===== src/rtl/move_event_gen_pkg.sv =====
// Shared constants for the frog-game move event generator: switch/direction
// indices, repeat FSM encodings and default typematic timing.
package move_event_gen_pkg;

    localparam int CLK_HZ = 25_000_000;

    localparam int DEFAULT_REPEAT_DELAY = CLK_HZ / 2;   // 500 ms
    localparam int DEFAULT_REPEAT_RATE  = CLK_HZ / 5;   // 200 ms
    localparam int DEFAULT_CNT_W        = 24;

    localparam logic [1:0] DIR_UP    = 2'd0;
    localparam logic [1:0] DIR_DOWN  = 2'd1;
    localparam logic [1:0] DIR_LEFT  = 2'd2;
    localparam logic [1:0] DIR_RIGHT = 2'd3;

    typedef enum logic [1:0] {
        RPT_IDLE  = 2'd0,
        RPT_DELAY = 2'd1,
        RPT_RATE  = 2'd2
    } rpt_state_e;

    function automatic logic [1:0] lowest_index(input logic [3:0] mask);
        logic [1:0] r;
        r = 2'd0;
        for (int i = 3; i >= 0; i--) begin
            if (mask[i]) r = 2'(i);
        end
        return r;
    endfunction

endpackage


===== src/rtl/move_event_gen_repeat_timer.sv =====
// Shared typematic timer: follows the most recently pressed switch and emits
// a repeat tick after the initial delay, then at the repeat rate.
module move_event_gen_repeat_timer
    import move_event_gen_pkg::*;
#(
    parameter int c_REPEAT_DELAY = DEFAULT_REPEAT_DELAY,
    parameter int c_REPEAT_RATE  = DEFAULT_REPEAT_RATE,
    parameter bit c_REPEAT_EN    = 1'b1,
    parameter int c_CNT_W        = DEFAULT_CNT_W
) (
    input  logic       clk,
    input  logic       rst,
    input  logic [3:0] edges,
    input  logic [3:0] levels,
    output logic       tick,
    output logic [1:0] idx
);

    localparam logic [c_CNT_W-1:0] DELAY_LD = c_CNT_W'(c_REPEAT_DELAY - 1);
    localparam logic [c_CNT_W-1:0] RATE_LD  = c_CNT_W'(c_REPEAT_RATE - 1);

    rpt_state_e         state;
    logic [c_CNT_W-1:0] cnt;
    logic [1:0]         act;
    logic               any_edge;

    assign any_edge = |edges;
    // A fresh press always wins over a tick in the same cycle.
    assign tick = (state != RPT_IDLE) && !any_edge && levels[act] && (cnt == '0);
    assign idx  = act;

    always_ff @(posedge clk or posedge rst) begin
        if (rst) begin
            state <= RPT_IDLE;
            cnt   <= '0;
            act   <= 2'd0;
        end else begin
            case (state)
                RPT_IDLE: begin
                    if (c_REPEAT_EN && any_edge) begin
                        act   <= lowest_index(edges);
                        cnt   <= DELAY_LD;
                        state <= RPT_DELAY;
                    end
                end
                default: begin
                    if (any_edge) begin
                        act   <= lowest_index(edges);
                        cnt   <= DELAY_LD;
                        state <= RPT_DELAY;
                    end else if (!levels[act]) begin
                        state <= RPT_IDLE;
                    end else if (cnt == '0) begin
                        cnt   <= RATE_LD;
                        state <= RPT_RATE;
                    end else begin
                        cnt <= cnt - c_CNT_W'(1);
                    end
                end
            endcase
        end
    end

endmodule


===== src/rtl/move_event_gen.sv =====
// Turns debounced switch levels into one-at-a-time move events (press edges
// plus auto-repeat) with a one-deep pending slot per switch and valid/ready out.
module move_event_gen
    import move_event_gen_pkg::*;
#(
    parameter int c_REPEAT_DELAY = DEFAULT_REPEAT_DELAY,
    parameter int c_REPEAT_RATE  = DEFAULT_REPEAT_RATE,
    parameter bit c_REPEAT_EN    = 1'b1,
    parameter int c_CNT_W        = DEFAULT_CNT_W
) (
    input  logic       i_Clk,
    input  logic       i_Rst,
    input  logic [3:0] i_Switches,
    input  logic       i_Ready,
    output logic       o_Valid,
    output logic [1:0] o_Dir,
    output logic       o_Repeat,
    output logic       o_Overrun
);

    logic [3:0] prev;
    logic [3:0] pending;
    logic [3:0] pending_rep;
    logic [3:0] edges;
    logic [3:0] rep_mask;
    logic [3:0] set_mask;
    logic [3:0] clr_mask;
    logic       tick;
    logic [1:0] tick_idx;
    logic [1:0] pick;
    logic       load;
    logic       issue;

    move_event_gen_repeat_timer #(
        .c_REPEAT_DELAY (c_REPEAT_DELAY),
        .c_REPEAT_RATE  (c_REPEAT_RATE),
        .c_REPEAT_EN    (c_REPEAT_EN),
        .c_CNT_W        (c_CNT_W)
    ) u_timer (
        .clk    (i_Clk),
        .rst    (i_Rst),
        .edges  (edges),
        .levels (i_Switches),
        .tick   (tick),
        .idx    (tick_idx)
    );

    assign edges    = i_Switches & ~prev;
    assign rep_mask = tick ? (4'b0001 << tick_idx) : 4'b0000;
    assign set_mask = edges | rep_mask;
    assign load     = !o_Valid || i_Ready;
    assign issue    = load && (pending != 4'b0000);
    assign pick     = lowest_index(pending);
    assign clr_mask = issue ? (4'b0001 << pick) : 4'b0000;

    // prev resets to all-ones so switches held through reset need a re-press.
    always_ff @(posedge i_Clk or posedge i_Rst) begin
        if (i_Rst) begin
            prev        <= 4'b1111;
            pending     <= 4'b0000;
            pending_rep <= 4'b0000;
            o_Valid     <= 1'b0;
            o_Dir       <= 2'd0;
            o_Repeat    <= 1'b0;
            o_Overrun   <= 1'b0;
        end else begin
            prev      <= i_Switches;
            o_Overrun <= |(set_mask & pending & ~clr_mask);

            for (int k = 0; k < 4; k++) begin
                if (set_mask[k] && (!pending[k] || clr_mask[k])) begin
                    pending[k]     <= 1'b1;
                    pending_rep[k] <= rep_mask[k];
                end else if (clr_mask[k]) begin
                    pending[k] <= 1'b0;
                end
            end

            if (load) begin
                if (issue) begin
                    o_Valid  <= 1'b1;
                    o_Dir    <= pick;
                    o_Repeat <= pending_rep[pick];
                end else begin
                    o_Valid <= 1'b0;
                end
            end
        end
    end

endmodule


===== config.mk =====
export PLATFORM = sky130hd
export DESIGN_NAME = move_event_gen
export DESIGN_NICKNAME = d
export VERILOG_FILES = /design/src/rtl/move_event_gen_pkg.sv /design/src/rtl/move_event_gen_repeat_timer.sv /design/src/rtl/move_event_gen.sv
export SDC_FILE = /design/constraint.sdc
export NUM_CORES = 1
export LEC_CHECK = 0
export ABC_AREA = 0
export BUFFER_PORTS_ARGS = -buffer_cell sky130_fd_sc_hd__buf_2
export CAP_MARGIN = 20
export CORE_ASPECT_RATIO = 1.1
export CORE_MARGIN = 2
export CORE_UTILIZATION = 60
export CTS_BUF_LIST = sky130_fd_sc_hd__clkbuf_4 sky130_fd_sc_hd__clkbuf_8
export CTS_CLUSTER_DIAMETER = 80
export DETAILED_ROUTE_END_ITERATION = 8
export GPL_ROUTABILITY_DRIVEN = 0
export GPL_TIMING_DRIVEN = 0
export HOLD_SLACK_MARGIN = 0.1
export PLACE_DENSITY = 0.78
export SLEW_MARGIN = 25
export SYNTH_ARGS = -nofsm -noshare
export SYNTH_HDL_FRONTEND = slang
export SYNTH_SLANG_ARGS = --single-unit

===== constraint.sdc =====
create_clock -name i_Clk -period 4.85 [get_ports i_Clk]
set_input_delay 0.7275 -clock i_Clk [delete_from_list [all_inputs] [get_ports i_Clk]]
set_output_delay 0.7275 -clock i_Clk [all_outputs]
set_load 0.005 [all_outputs]

==> impl_metrics.env <==
export IMPL_clk_root_buffer_cell="clkbuf_8"
export IMPL_cts_tree="done"
export IMPL_synth_warnings=0
export IMPL_cts_htree_levels=2
export IMPL_ys_seq_elements=45
export IMPL_skew_ns=0.00788
export IMPL_pwr_share_seq=0.509
export IMPL_core_um2=3870
export IMPL_synthToLayoutAreaGrowth_pct=10.8
export IMPL_port_buffers=11
export IMPL_n_antenna_cell=0
export IMPL_required_ns=4.97
export IMPL_numPlacedInstances=305
export IMPL_path_max_fanout=10
export IMPL_dieWidth_um=64.0
export IMPL_grt_ovfl_total=0
export IMPL_vias=1959
export IMPL_dp_hpwl_mm=3.63
export IMPL_fin_crit_sh=0.511
export IMPL_crit_arrival_ns=2.60
export IMPL_worstSkewPairLatency_ns=0.29
export IMPL_numCtsBuffers=5
export IMPL_crit_path_start="i_Switches[3]"
export IMPL_ios=12
export IMPL_tightest_slew_ns=0.888
export IMPL_syn_nets=250
export IMPL_grt_max_degree=31
export IMPL_antenna_found_initial=0
export IMPL_layout_cells_non_filler=313
export IMPL_rsz0062_at_grt="no"
export IMPL_hold_viol_final=0
export IMPL_grt_pass1_vias=1861
export IMPL_via_per_inst=6.26
export IMPL_start_util=0.614
export IMPL_maxCapViolCount=0
export IMPL_ff_latch_area_um2=1130
export IMPL_pre_cts_slack_ns=2.07
export IMPL_p_int_mw=0.591
export IMPL_ir_worst_vdd_mv=0.214
export IMPL_clockPowerShare=0.351
export IMPL_p_switching_mw=0.203
export IMPL_multi_input_area_um2=1190
export IMPL_remaining_drc_errors=0
export IMPL_hold_path_class="input pin to async pin"
export IMPL_worst_slack_ns=2.37
export IMPL_power_mw=0.795
export IMPL_firstDrtPassIters=4
export IMPL_postSynthCellCount=241
export IMPL_crit_type="input pin to flip-flop"
export IMPL_status="complete, no violations"
export IMPL_wl_per_cell_um=16.1
export IMPL_grt_pass1_wl_mm=8.89
export IMPL_crit_path_start_kind="input pin"
export IMPL_relSlewSlack=0.403
export IMPL_powerDensity_nw_per_um2=302
export IMPL_rows=24
export IMPL_die_h_um=70.0
export IMPL_cts_max_path_buffers=2
export IMPL_finalMaxSlewViolations=0
export IMPL_layout_nets=269
export IMPL_swShare=0.256
export IMPL_fill_cells=306
export IMPL_path_clk_slew_ns=0.08
export IMPL_clock_sinks=45
export IMPL_post_cts_buffers=0
export IMPL_combPwrFrac=0.140
export IMPL_setup_viol=0
export IMPL_antenna_left=0
export IMPL_timing_fmax_ghz=0.403
export IMPL_synth_area_um2=2380
export IMPL_post_route_min_period_ns=2.48
export IMPL_r2r_start="u_timer.cnt[0]$_DFFE_PP0P_"
export IMPL_leakage_nw=0.989
export IMPL_die_area_um2=4480
export IMPL_fin_tns_setup_ns=0
export IMPL_synth_cell_types=50
export IMPL_end_kind="flip-flop"
export IMPL_grtUsageTotal=0.253
export IMPL_synth_avg_cell_area_um2=9.86
export IMPL_ctsResizeCount=0
export IMPL_seq_area_frac_synth=0.476
export IMPL_ctsHoldBuffers=0
export IMPL_drive_above_1_share=0.146
export IMPL_routed_wl_mm=5.04
export IMPL_drtIter0Drc=221
-- final cells by class --
cell class | count | area share
well taps | 52 | 0.0247
flip-flops and latches | 45 | 0.429
repair buffers | 12 | 0.0285
clock buffers | 6 | 0.0290
plain buffers | 7 | 0.0138
inverters | 6 | 0.00855
clock inverters | 2 | 0.0133
multi-input cells | 183 | 0.453
-- path summary, 6_finish.rpt --
| path | to | slack [ns] | depth (start not counted) |
|---|---|---|---|
| setup / recovery | u_timer.cnt[4]$_DFFE_PP0P_ | 2.37 | 6 |
| hold / removal | u_timer.cnt[9]$_DFFE_PP0P_ | 0.39 | 2 |
| setup reg to reg | u_timer.cnt[16]$_DFFE_PP0P_ | 2.38 | 7 |
| hold reg to reg | o_Dir[0]$_DFFE_PP0P_ | 0.49 | 1 |
| max in group asynchronous | prev[3]$_DFF_PP1_ | 3.92 | 3 |
| min in group i_Clk | o_Dir[0]$_DFFE_PP0P_ | 0.49 | 1 |
-- worst max-delay path: stages --
cell and delay, ns:
buf_2 0.12, mux4_2 0.54, o21a_1 0.13, clkbuf_1 0.22, a21oi_1 0.66, o211ai_1 0.19
-- flip-flops by register name, indices dropped and copies added, names as in the netlist --
name and count:
o_Dir 2, o_Overrun 1, o_Repeat 1, o_Valid 1, pending 4, pending_rep 4
prev 4, u_timer.cnt 24, u_timer.idx 2, u_timer.state 2
-- power groups by stage --
stage | Sequential, mW | Clock [mW] | Combinational [mW]
2_1_floorplan | 0.410 | 0 | 0.0770
3_3_place_gp | 0.412 | 0 | 0.108
3_5_place_dp | 0.412 | 0 | 0.111
4_1_cts | 0.404 | 0.285 | 0.112
5_1_grt | 0.407 | 0.306 | 0.125
6_report | 0.404 | 0.279 | 0.112
-- cells by family after synthesis --
kind of cell,share of synthesized area
xor gates and xnor gates,0.0295
AOI/OAI and AO/OA,0.216
muxes,0.0205
buffers and inverters,0.0247
adders and majority gates,0.0105
and+or+nand+nor,0.223
DFF,0.476
-- Yosys cell counts (all sizes together) --
library cell | instances | share of area
a2111oi | 2 | 0.0074
a311oi | 1 | 0.0037
a21boi | 1 | 0.0032
a31o | 1 | 0.0037
dfstp | 4 | 0.044
and2 | 5 | 0.013
a211o | 2 | 0.0074
buf | 2 | 0.0068
xnor2 | 5 | 0.018
or4b | 1 | 0.0042
a221o | 6 | 0.025
nor2 | 24 | 0.038
o21ai | 19 | 0.045
o41ai | 1 | 0.0037
o211ai | 6 | 0.019
o22a | 2 | 0.0074
o31ai | 8 | 0.025
mux4 | 2 | 0.021
ha | 2 | 0.011
a31oi | 3 | 0.0079
xor2 | 3 | 0.011
o21a | 7 | 0.022
nand3 | 6 | 0.015
nand4 | 2 | 0.0053
nand2 | 18 | 0.028
or2b | 1 | 0.0032
nor3 | 8 | 0.019
nor4b | 1 | 0.0037
or4 | 5 | 0.017
a211oi | 3 | 0.0095
nor2b | 6 | 0.016
and3 | 3 | 0.0079
inv | 6 | 0.0095
dfrtp | 41 | 0.43
or2 | 1 | 0.0026
a22oi | 1 | 0.0032
nor4 | 7 | 0.024
clkbuf | 5 | 0.0084
o31a | 1 | 0.0037
nand2b | 6 | 0.016
or3 | 4 | 0.011
a21oi | 9 | 0.019
-- routing by layer --
metal | GRT usage | part of all wire | vias to the layer above
met5 | 0 | 0 | -
met4 | 0.0942 | 0.013 | 0
met3 | 0.0531 | 0.037 | 8
met2 | 0.409 | 0.51 | 51
met1 | 0.336 | 0.44 | 959
li1 | - | - | 941
-- placed cells by master, fill, tap and decap left out, drive strengths merged, types with 7 or more instances in the layout --
| cell | n |
|---|---|
| a21oi | 9 |
| nor2 | 24 |
| buf | 14 |
| o21ai | 19 |
| dfrtp | 41 |
| o21a | 7 |
| nor3 | 8 |
| nor4 | 7 |
| nand2 | 18 |
| clkbuf | 11 |
| o31ai | 8 |
-- metrics by stage --
stage	utilization	hold slack (ns)	area, um2
after CTS	0.680	0.394	2640
after global placement	0.645	0.462	2500
after global routing	0.680	0.412	2640
after detailed placement	0.651	0.473	2520
final	0.680	0.390	2640
after floorplan	-	0.450	2380
(Power assumes the default switching activity.)
